**src/rtl/agc_timepulse_seq.sv**
```systemverilog
// ---------------------------------------------------------------------------
// agc_timepulse_seq
//
// Timepulse sequencer for the NOR-gate timing/control datapath. Splits the
// clock into NPULSE one-hot timepulses (T01..T12), each PHASES clocks long,
// and marks the end of every memory cycle time (MCT). Supports monitor stop,
// single-step and GOJAM restart.
//
// Ports:
//   clk        system clock, rising edge
//   rst        synchronous reset, active low
//   stop_req   monitor stop request (level, sampled at the MCT boundary)
//   step       single-step request (rising edge acts while halted)
//   gojam      synchronous restart, active high
//   tp         one-hot timepulse, tp[0] = T01; all zero while halted
//   phase      phase index within the current timepulse
//   mct_end    high during the last clock of T12
//   stopped    high while halted
//   mct_count  completed-MCT count, wraps modulo 2^MCT_W
//
// PHASES must lie in 1..8 so that the phase index fits in 3 bits.
// ---------------------------------------------------------------------------
module agc_timepulse_seq #(
    parameter int NPULSE = 12,
    parameter int PHASES = 2,
    parameter int MCT_W  = 16
) (
    input  logic              clk,
    input  logic              rst,
    input  logic              stop_req,
    input  logic              step,
    input  logic              gojam,
    output logic [NPULSE-1:0] tp,
    output logic [2:0]        phase,
    output logic              mct_end,
    output logic              stopped,
    output logic [MCT_W-1:0]  mct_count
);

    localparam int PW = (NPULSE > 1) ? $clog2(NPULSE) : 1;
    localparam logic [PW-1:0] LAST_PULSE = PW'(NPULSE - 1);
    localparam logic [2:0]    LAST_PHASE = 3'(PHASES - 1);

    typedef enum logic {
        RUN  = 1'b0,
        HALT = 1'b1
    } state_t;

    state_t           state_q, state_n;
    logic [PW-1:0]    pulse_q, pulse_n;
    logic [2:0]       phase_q, phase_n;
    logic [MCT_W-1:0] count_q, count_n;
    logic             step_q;
    logic             step_edge;
    logic             boundary;

    // A step only counts on its rising edge, so a held button cannot fire
    // more than one MCT.
    assign step_edge = step & ~step_q;

    // Boundary cycle: last phase of the last pulse while running.
    assign boundary = (state_q == RUN) && (pulse_q == LAST_PULSE)
                      && (phase_q == LAST_PHASE);

    // Next-state logic. gojam overrides stop and step, and because it is
    // checked first it also suppresses the boundary increment and the
    // stop_req sample when it lands on the boundary cycle.
    always_comb begin
        state_n = state_q;
        pulse_n = pulse_q;
        phase_n = phase_q;
        count_n = count_q;
        if (gojam) begin
            state_n = RUN;
            pulse_n = '0;
            phase_n = '0;
        end else begin
            case (state_q)
                RUN: begin
                    if (phase_q == LAST_PHASE) begin
                        phase_n = '0;
                        if (pulse_q == LAST_PULSE) begin
                            pulse_n = '0;
                            count_n = count_q + 1'b1;
                            if (stop_req) begin
                                state_n = HALT;
                            end
                        end else begin
                            pulse_n = pulse_q + 1'b1;
                        end
                    end else begin
                        phase_n = phase_q + 3'd1;
                    end
                end
                HALT: begin
                    pulse_n = '0;
                    phase_n = '0;
                    if (!stop_req || step_edge) begin
                        state_n = RUN;
                    end
                end
                default: begin
                    state_n = RUN;
                    pulse_n = '0;
                    phase_n = '0;
                end
            endcase
        end
    end

    // State register. The step history register is cleared by reset so that
    // a step held through reset release is seen as a fresh edge.
    always_ff @(posedge clk) begin
        if (!rst) begin
            state_q <= RUN;
            pulse_q <= '0;
            phase_q <= '0;
            count_q <= '0;
            step_q  <= 1'b0;
        end else begin
            state_q <= state_n;
            pulse_q <= pulse_n;
            phase_q <= phase_n;
            count_q <= count_n;
            step_q  <= step;
        end
    end

    // Outputs decode registered state only, so no input reaches an output
    // combinationally.
    always_comb begin
        tp = '0;
        if (state_q == RUN) begin
            tp = NPULSE'(1) << pulse_q;
        end
    end

    assign phase     = (state_q == RUN) ? phase_q : 3'd0;
    assign mct_end   = boundary;
    assign stopped   = (state_q == HALT);
    assign mct_count = count_q;

endmodule

```
**config.mk**
```make
export PLATFORM = sky130hd
export DESIGN_NAME = agc_timepulse_seq
export DESIGN_NICKNAME = d
export VERILOG_FILES = /design/src/rtl/agc_timepulse_seq.sv
export SDC_FILE = /design/constraint.sdc
export NUM_CORES = 1
export LEC_CHECK = 0
export CAP_MARGIN = 20
export CORE_MARGIN = 3
export CORE_UTILIZATION = 42
export CTS_CLUSTER_SIZE = 8
export DETAILED_ROUTE_END_ITERATION = 6
export PLACE_DENSITY = 0.8
export SLEW_MARGIN = 20
export SYNTH_ARGS = -nofsm -noshare
export SYNTH_HDL_FRONTEND = slang
export SYNTH_SLANG_ARGS = --single-unit
```
**constraint.sdc**
```tcl
create_clock -name clk -period 1.8 [get_ports clk]
set_clock_uncertainty 0.05 [all_clocks]
set_input_delay 0.27 -clock clk [delete_from_list [all_inputs] [get_ports clk]]
set_output_delay 0.27 -clock clk [all_outputs]
set_load 0.02 [all_outputs]
```
==> impl_metrics.json, run 1 <==
{
  "maxSlewHeadroom_pct": 72.8,
  "synth_top_area_share_pct": 37.5,
  "fmax_mhz": 544,
  "r2r_slack_ns": -0.04,
  "setup_ws_ns": -0.0369,
  "worst_pin_slew_ns": 0.405,
  "finalSetupViolCount": 3,
  "fp-row-count": 19,
  "avgViaCountPerCell": 5.43,
  "hold_viol": 0,
  "period_needed_ns": 1.84,
  "synthCells": 160,
  "hpwlAfterDp_mm": 2.79,
  "use_met2_pct": 34.9,
  "yosys.area.top_type": "dfxtp_1",
  "htree_levels": 1,
  "drt_wl_total_mm": 3.94,
  "rsz0062_at_grt": "true",
  "cts_tree": "built",
  "ys_seq_elements": 25,
  "grt_pass1_vias": 1433,
  "grt_use_met1_pct": 21.1,
  "use_met3_pct": 3.42,
  "die_w_um": 62.4,
  "cts.sinks": 25,
  "required_ns": 2.02,
  "cts-root-buf": "clkbuf_4",
  "ys_warn_count": 0,
  "synthDistinctLibCells": 36,
  "crit_chain": "inv_2 > ha_4 > and4bb_1 > buf_6 > nand3_4 > or4_1 > a21oi_1",
  "grt_max_degree": 17,
  "hp-class": "primary input to flop",
  "grt_overflow_total": 0,
  "grt_usage_pct": 18.9,
  "status": "finished, violations left",
  "max_stage_delay_ns": 0.54,
  "synth_fp_nets": 174,
  "firstDrtPassIters": 4,
  "via_count": 1462,
  "core_um2": 2900,
  "clock_latency_ns": 0.33,
  "nNetsFinal": 242,
  "pwr_density_cell_nw_per_um2": 442,
  "routabilityCongestion": 0.888,
  "maxCapViolations": 0,
  "crit_slowest_cell": "or4_1",
  "clkTransAtPathRegs_ns": 0.15,
  "worstSetupEndpointType": "flop",
  "post-route-drc-count": 0,
  "grt-busiest-layer": "met2",
  "yosysSeqAreaShare_pct": 37.5,
  "ios": 38,
  "ir_worst_vdd_mv": 0.341,
  "final_layout_size_suffix_gt1_share_pct": 36.1,
  "final-max-slew-violation-count": 0,
  "fin_crit_sh_pct": 102,
  "clock_path_buffers": 2,
  "initial_core_util_pct": 46.0,
  "ant_nets": 0,
  "syn_area_um2": 1330,
  "critPathLaunchType": "flop",
  "crit_fanout": 4,
  "drt-initial-drc-count": 56,
  "die_h_um": 62.4,
  "grt_pass1_wl_mm": 6.13,
  "diodes": 0,
  "violations": "setup timing",
  "worstSetupPathType": "flop to flop",
  "pre_cts_ws_ns": -0.245,
  "synthToLayoutAreaGrowth_pct": 55.1,
  "numCtsBuffers": 3,
  "avgRoutedWirePerCell_um": 14.6,
  "die_area_um2": 3890,
  "hold_slack_ns": 0.438,
  "antenna_found_initial": 0,
  "avgSynthCellArea_um2": 8.34,
  "port_buffers": 37,
  "worstPathArrival_ns": 2.06,
  "synth.area.top_cells": "dfxtp_1 (38%), ha_1 (8.4%), nor2_1 (5.9%)",
  "power_leakage_nw": 0.837
}
[synth_stat cells]
library cell,instances
nor2_1,21
and2_1,1
nor3_1,4
a21oi_1,13
o31ai_1,4
nand2_1,8
buf_2,3
o31a_2,1
xor2_1,3
nand4bb_1,1
nand3_2,1
nor4b_1,3
nand3_1,4
and3b_1,1
o21ai_0,7
nand2b_1,6
mux2i_1,1
xnor2_1,4
inv_1,6
clkbuf_1,4
nor2b_1,4
or4_1,4
inv_2,1
or3_1,7
nor3b_1,2
and4bb_1,1
and3_2,1
dfxtp_1,25
or2_2,1
nor4_1,1
a211oi_1,1
a21boi_0,1
ha_1,9
nand4_1,4
o21a_1,1
and4b_1,1
[kinds of logic (layout without fill, tap and decap cells)]
group / Yosys count / count (layout) / synth area share [%]
and+or+nand+nor: 76 / 76 / 32.3
AOI/OAI and AO/OA: 28 / 28 / 12.2
DFF: 25 / 25 / 37.5
buffers and inverters: 14 / 81 / 4.22
adders and majority gates: 9 / 9 / 8.44
xor gates and xnor gates: 7 / 7 / 4.60
muxes: 1 / 1 / 0.750
[metal layers]
metal | vias up | share of wire, %
met1 | 718 | 43
met3 | 8 | 4.4
met5 | - | 0
li1 | 702 | -
met2 | 34 | 51
met4 | 0 | 1.7
[worst max-delay path, delay by kind of cell, from the launching register on]
kind | cells | cell delay (ns)
buf+inv | 2 | 0.21
compound gates | 1 | 0.16
fa+ha+maj | 1 | 0.13
simple gates | 3 | 0.90
flops | 1 | 0.35
[layout make-up]
class                      instances  area (um^2)
tap                               42         52.6
fill                             233          832
clock buffer                       3         22.5
timing repair buffer              70          581
inverter                           7         31.3
multi-input combinational        121          860
sequential                        25          514
clock inverter                     1         7.51
[path summary, 6_finish.rpt]
| check | start | end | cells after the start |
|---|---|---|---|
| hold / removal | stop_req | stopped$_SDFF_PP0_ | 2 |
| setup reg to reg | phase_q[1]$_SDFF_PP0_ | mct_count[12]$_SDFFE_PN0P_ | 7 |
| setup / recovery | phase_q[1]$_SDFF_PP0_ | mct_count[12]$_SDFFE_PN0P_ | 7 |
| hold reg to reg | mct_count[10]$_SDFFE_PN0P_ | mct_count[10]$_SDFFE_PN0P_ | 2 |
[sequential cells by signal (all words and copies together), names as in the netlist]
register	cells
step_q	1
phase_q	3
mct_count	16
pulse_q	4
stopped	1
[where the power goes]
| group | internal (W) | switching [W] |
|---|---|---|
| clock network | 0.0000850 | 0.000179 |
| logic | 0.0000438 | 0.0000432 |
| registers | 0.000559 | 0.00000461 |
[per-stage QoR]
| stage | TNS (ns) | area (um^2) | utilization, % | total power [W] | std cells |
|---|---|---|---|---|---|
| 2_1_floorplan | 0 | 1340 | - | 0.000612 | 160 |
| 3_3_place_gp | -1.19 | 1960 | 67.4 | 0.000653 | 262 |
| 3_5_place_dp | -2.33 | 1960 | 67.4 | 0.000657 | 262 |
| 4_1_cts | 0 | 1990 | 68.7 | 0.000905 | 267 |
| 5_1_grt | -0.704 | 2070 | 71.3 | 0.000949 | 269 |
| 6_report | -0.0901 | 2070 | 71.3 | 0.000914 | 269 |
[layout by cell type, fill, tap and decap left out, types with 6 or more instances in the layout]
cell	instances
dfxtp_2	11
nand2_1	8
ha_1	6
buf_4	36
nor2_1	21
a21oi_1	13
dfxtp_1	14
clkdlybuf4s50_1	19
or3_1	6
o21ai_0	7
buf_2	7
[timing repair]
action / 4_1_cts / 5_1_grt
gates resized for setup: 74 / 26
pin swaps: 3 / 6
setup buffers: 1 / 2
hold buffers: 0 / 0
setup endpoints to repair: 25 / 21
Power figures use the tool's default switching activity.
==> inputs of run 2 (changes only) <==
Settings changed: CTS_CLUSTER_SIZE 8 to 28.
==> results of run 2 <==
The final DEF is identical to that of run 1; final timing and power are the same.
==> inputs of run 3 (changes only) <==
Settings changed: CORE_ASPECT_RATIO from default to 0.9, CORE_UTILIZATION 42 to 47, PLACE_DENSITY 0.8 to 0.84.
Clock period 1.8 ns to 1.88 ns, I/O delays scaled along.
==> run 3 against run 2 <==
Effect of this change: the run now ends clean; sequential share of layout area increased by 0.69 points; clock-buffer cell count increased by 1; utilization increased by 5.7 points; critical endpoint is now mct_count[13]$_SDFFE_PN0P_; largest cell class unchanged.
==> impl_metrics.json, run 3 (synthesis gave the netlist of run 1 again) <==
{
  "fin_crit_sh_pct": 96.9,
  "finalSetupViolCount": 0,
  "port_buffers": 37,
  "via_count": 1382,
  "initial_core_util_pct": 51.8,
  "placed_area_um2": 1900,
  "die_w_um": 62.2,
  "p_sw_share_pct": 22.7,
  "ios": 38,
  "worstSetupPathType": "flop to flop",
  "htree_levels": 1,
  "avgRoutedWirePerCell_um": 13.8,
  "final_cell_mix": "buf_4 (29), dfxtp_1 (22), nor2_1 (20), clkdlybuf4s50_1 (20), buf_2 (9)",
  "r2r_slack_ns": 0.06,
  "final_cell_area_um2": 1980,
  "grt_pass1_wl_mm": 5.87,
  "hpwlAfterDp_mm": 2.70,
  "combPwrFrac_pct": 9.0,
  "synthToLayoutAreaGrowth_pct": 48.7,
  "power_leakage_nw": 0.797,
  "post-route-drc-count": 0,
  "clock_path_buffers": 2,
  "largest_register_ffs": 16,
  "pwr_density_cell_nw_per_um2": 425,
  "die_area_um2": 3510,
  "required_ns": 2.08,
  "final-max-slew-violation-count": 0,
  "hp-class": "primary input to flop",
  "routabilityCongestion": 0.826,
  "period_needed_ns": 1.82,
  "wl_met3_um": 171,
  "cts.sinks": 25,
  "maxSlewHeadroom_pct": 72.6,
  "die_h_um": 56.5,
  "antenna_found_initial": 0,
  "worstSetupEndpointType": "flop",
  "final_layout_size_suffix_gt1_share_pct": 32.7,
  "post-place-cells": 252,
  "status": "complete, no violations",
  "nNetsFinal": 238,
  "worst_pin_slew_ns": 0.405,
  "intPower_w": 0.000652,
  "crit_fanout": 5,
  "highest_layer": "met4",
  "diodes": 0,
  "layout.cells.non_filler": 261,
  "clkTransAtPathRegs_ns": 0.13,
  "firstDrtPassIters": 4,
  "hold_viol": 0,
  "layout_commonest_cell": "buf_4",
  "grt_usage_pct": 20.0,
  "pwr-share-clk_pct": 27.3,
  "power_switching_w": 0.000191,
  "p_seq_share_pct": 63.7,
  "numCtsBuffers": 3,
  "grt_max_degree": 17,
  "grt_overflow_total": 0,
  "drt-initial-drc-count": 74,
  "drt_wl_total_mm": 3.60,
  "fmax_mhz": 549,
  "pre_cts_ws_ns": -0.149,
  "ant_nets": 0,
  "finalSetupTns_ns": 0,
  "dr_wl_met2_mm": 1.87,
  "avgViaCountPerCell": 5.30,
  "grt_pass1_vias": 1294,
  "postCtsHoldBufs": 0,
  "setup_ws_ns": 0.0575,
  "worstPathArrival_ns": 2.02,
  "hold_slack_ns": 0.471,
  "core_um2": 2570,
  "critPathLaunchType": "flop",
  "cts_tree": "built",
  "fp-row-count": 17,
  "clock_latency_ns": 0.31,
  "maxCapViolations": 0,
  "cts-root-buf": "clkbuf_4",
  "ir_worst_vdd_mv": 0.434,
  "met1_length_mm": 1.52
}
==> run 3: changes by cell type in the layout (fill, tap and decap cells not counted), moves of 3 or more <==
cell,change
or4_4,+3
a21oi_1,-5
a21oi_2,+5
or4_1,-3
dfxtp_1,+8
buf_4,-7
dfxtp_2,-9
==> run 3: path summary, 6_finish.rpt <==
check	endpoint	cells after the start	from
worst min-delay path	stopped$_SDFF_PP0_	2	stop_req
worst min register to register	mct_count[14]$_SDFFE_PN0P_	2	mct_count[14]$_SDFFE_PN0P_
worst max register to register	mct_count[13]$_SDFFE_PN0P_	7	phase_q[1]$_SDFF_PP0_
worst max-delay path	mct_count[13]$_SDFFE_PN0P_	7	phase_q[1]$_SDFF_PP0_
==> run 3: timing repair <==
item                       CTS  global route
buffers inserted             0             4
pin swaps                    0             6
cloned                       0             1
gates resized for setup     54            34
hold endpoints to repair     0             0
setup endpoints to repair   19            19
==> run 3: power groups by stage <==
stage / combinational [W] / sequential, W / clock, W
after floorplan: 0.0000368 / 0.000549 / 0
after global placement: 0.0000721 / 0.000549 / 0
after detailed placement: 0.0000746 / 0.000550 / 0
after CTS: 0.0000711 / 0.000538 / 0.000233
after global routing: 0.0000833 / 0.000538 / 0.000261
final: 0.0000760 / 0.000537 / 0.000230
==> run 3: critical path: stages, from the launching register on <==
cell and delay, ns:
dfxtp_2 0.35, inv_2 0.05, ha_2 0.17, and4bb_2 0.27, nand3_2 0.11, buf_6 0.14, or4_4 0.50, a21oi_2 0.12
==> run 3: routing by layer <==
metal / up-vias / GRT usage, %
li1: 693 / -
met3: 6 / 4.40
met4: 0 / 3.47
met2: 42 / 37.7
met5: - / 0
met1: 641 / 23.4
==> run 3: metrics by stage <==
step,power [W],utilization (%)
final,0.000843,77.1
after global routing,0.000882,77.1
after CTS,0.000842,73.9
after detailed placement,0.000625,73.9
after global placement,0.000622,73.9
after floorplan,0.000586,-
==> run 3: area by class of cell <==
cell class,instances,area (um^2)
multi-input combinational,121,842
fill,183,591
timing repair buffer,66,534
sequential,25,507
inverter,7,26.3
tap,38,47.5
clock buffer,4,26.3
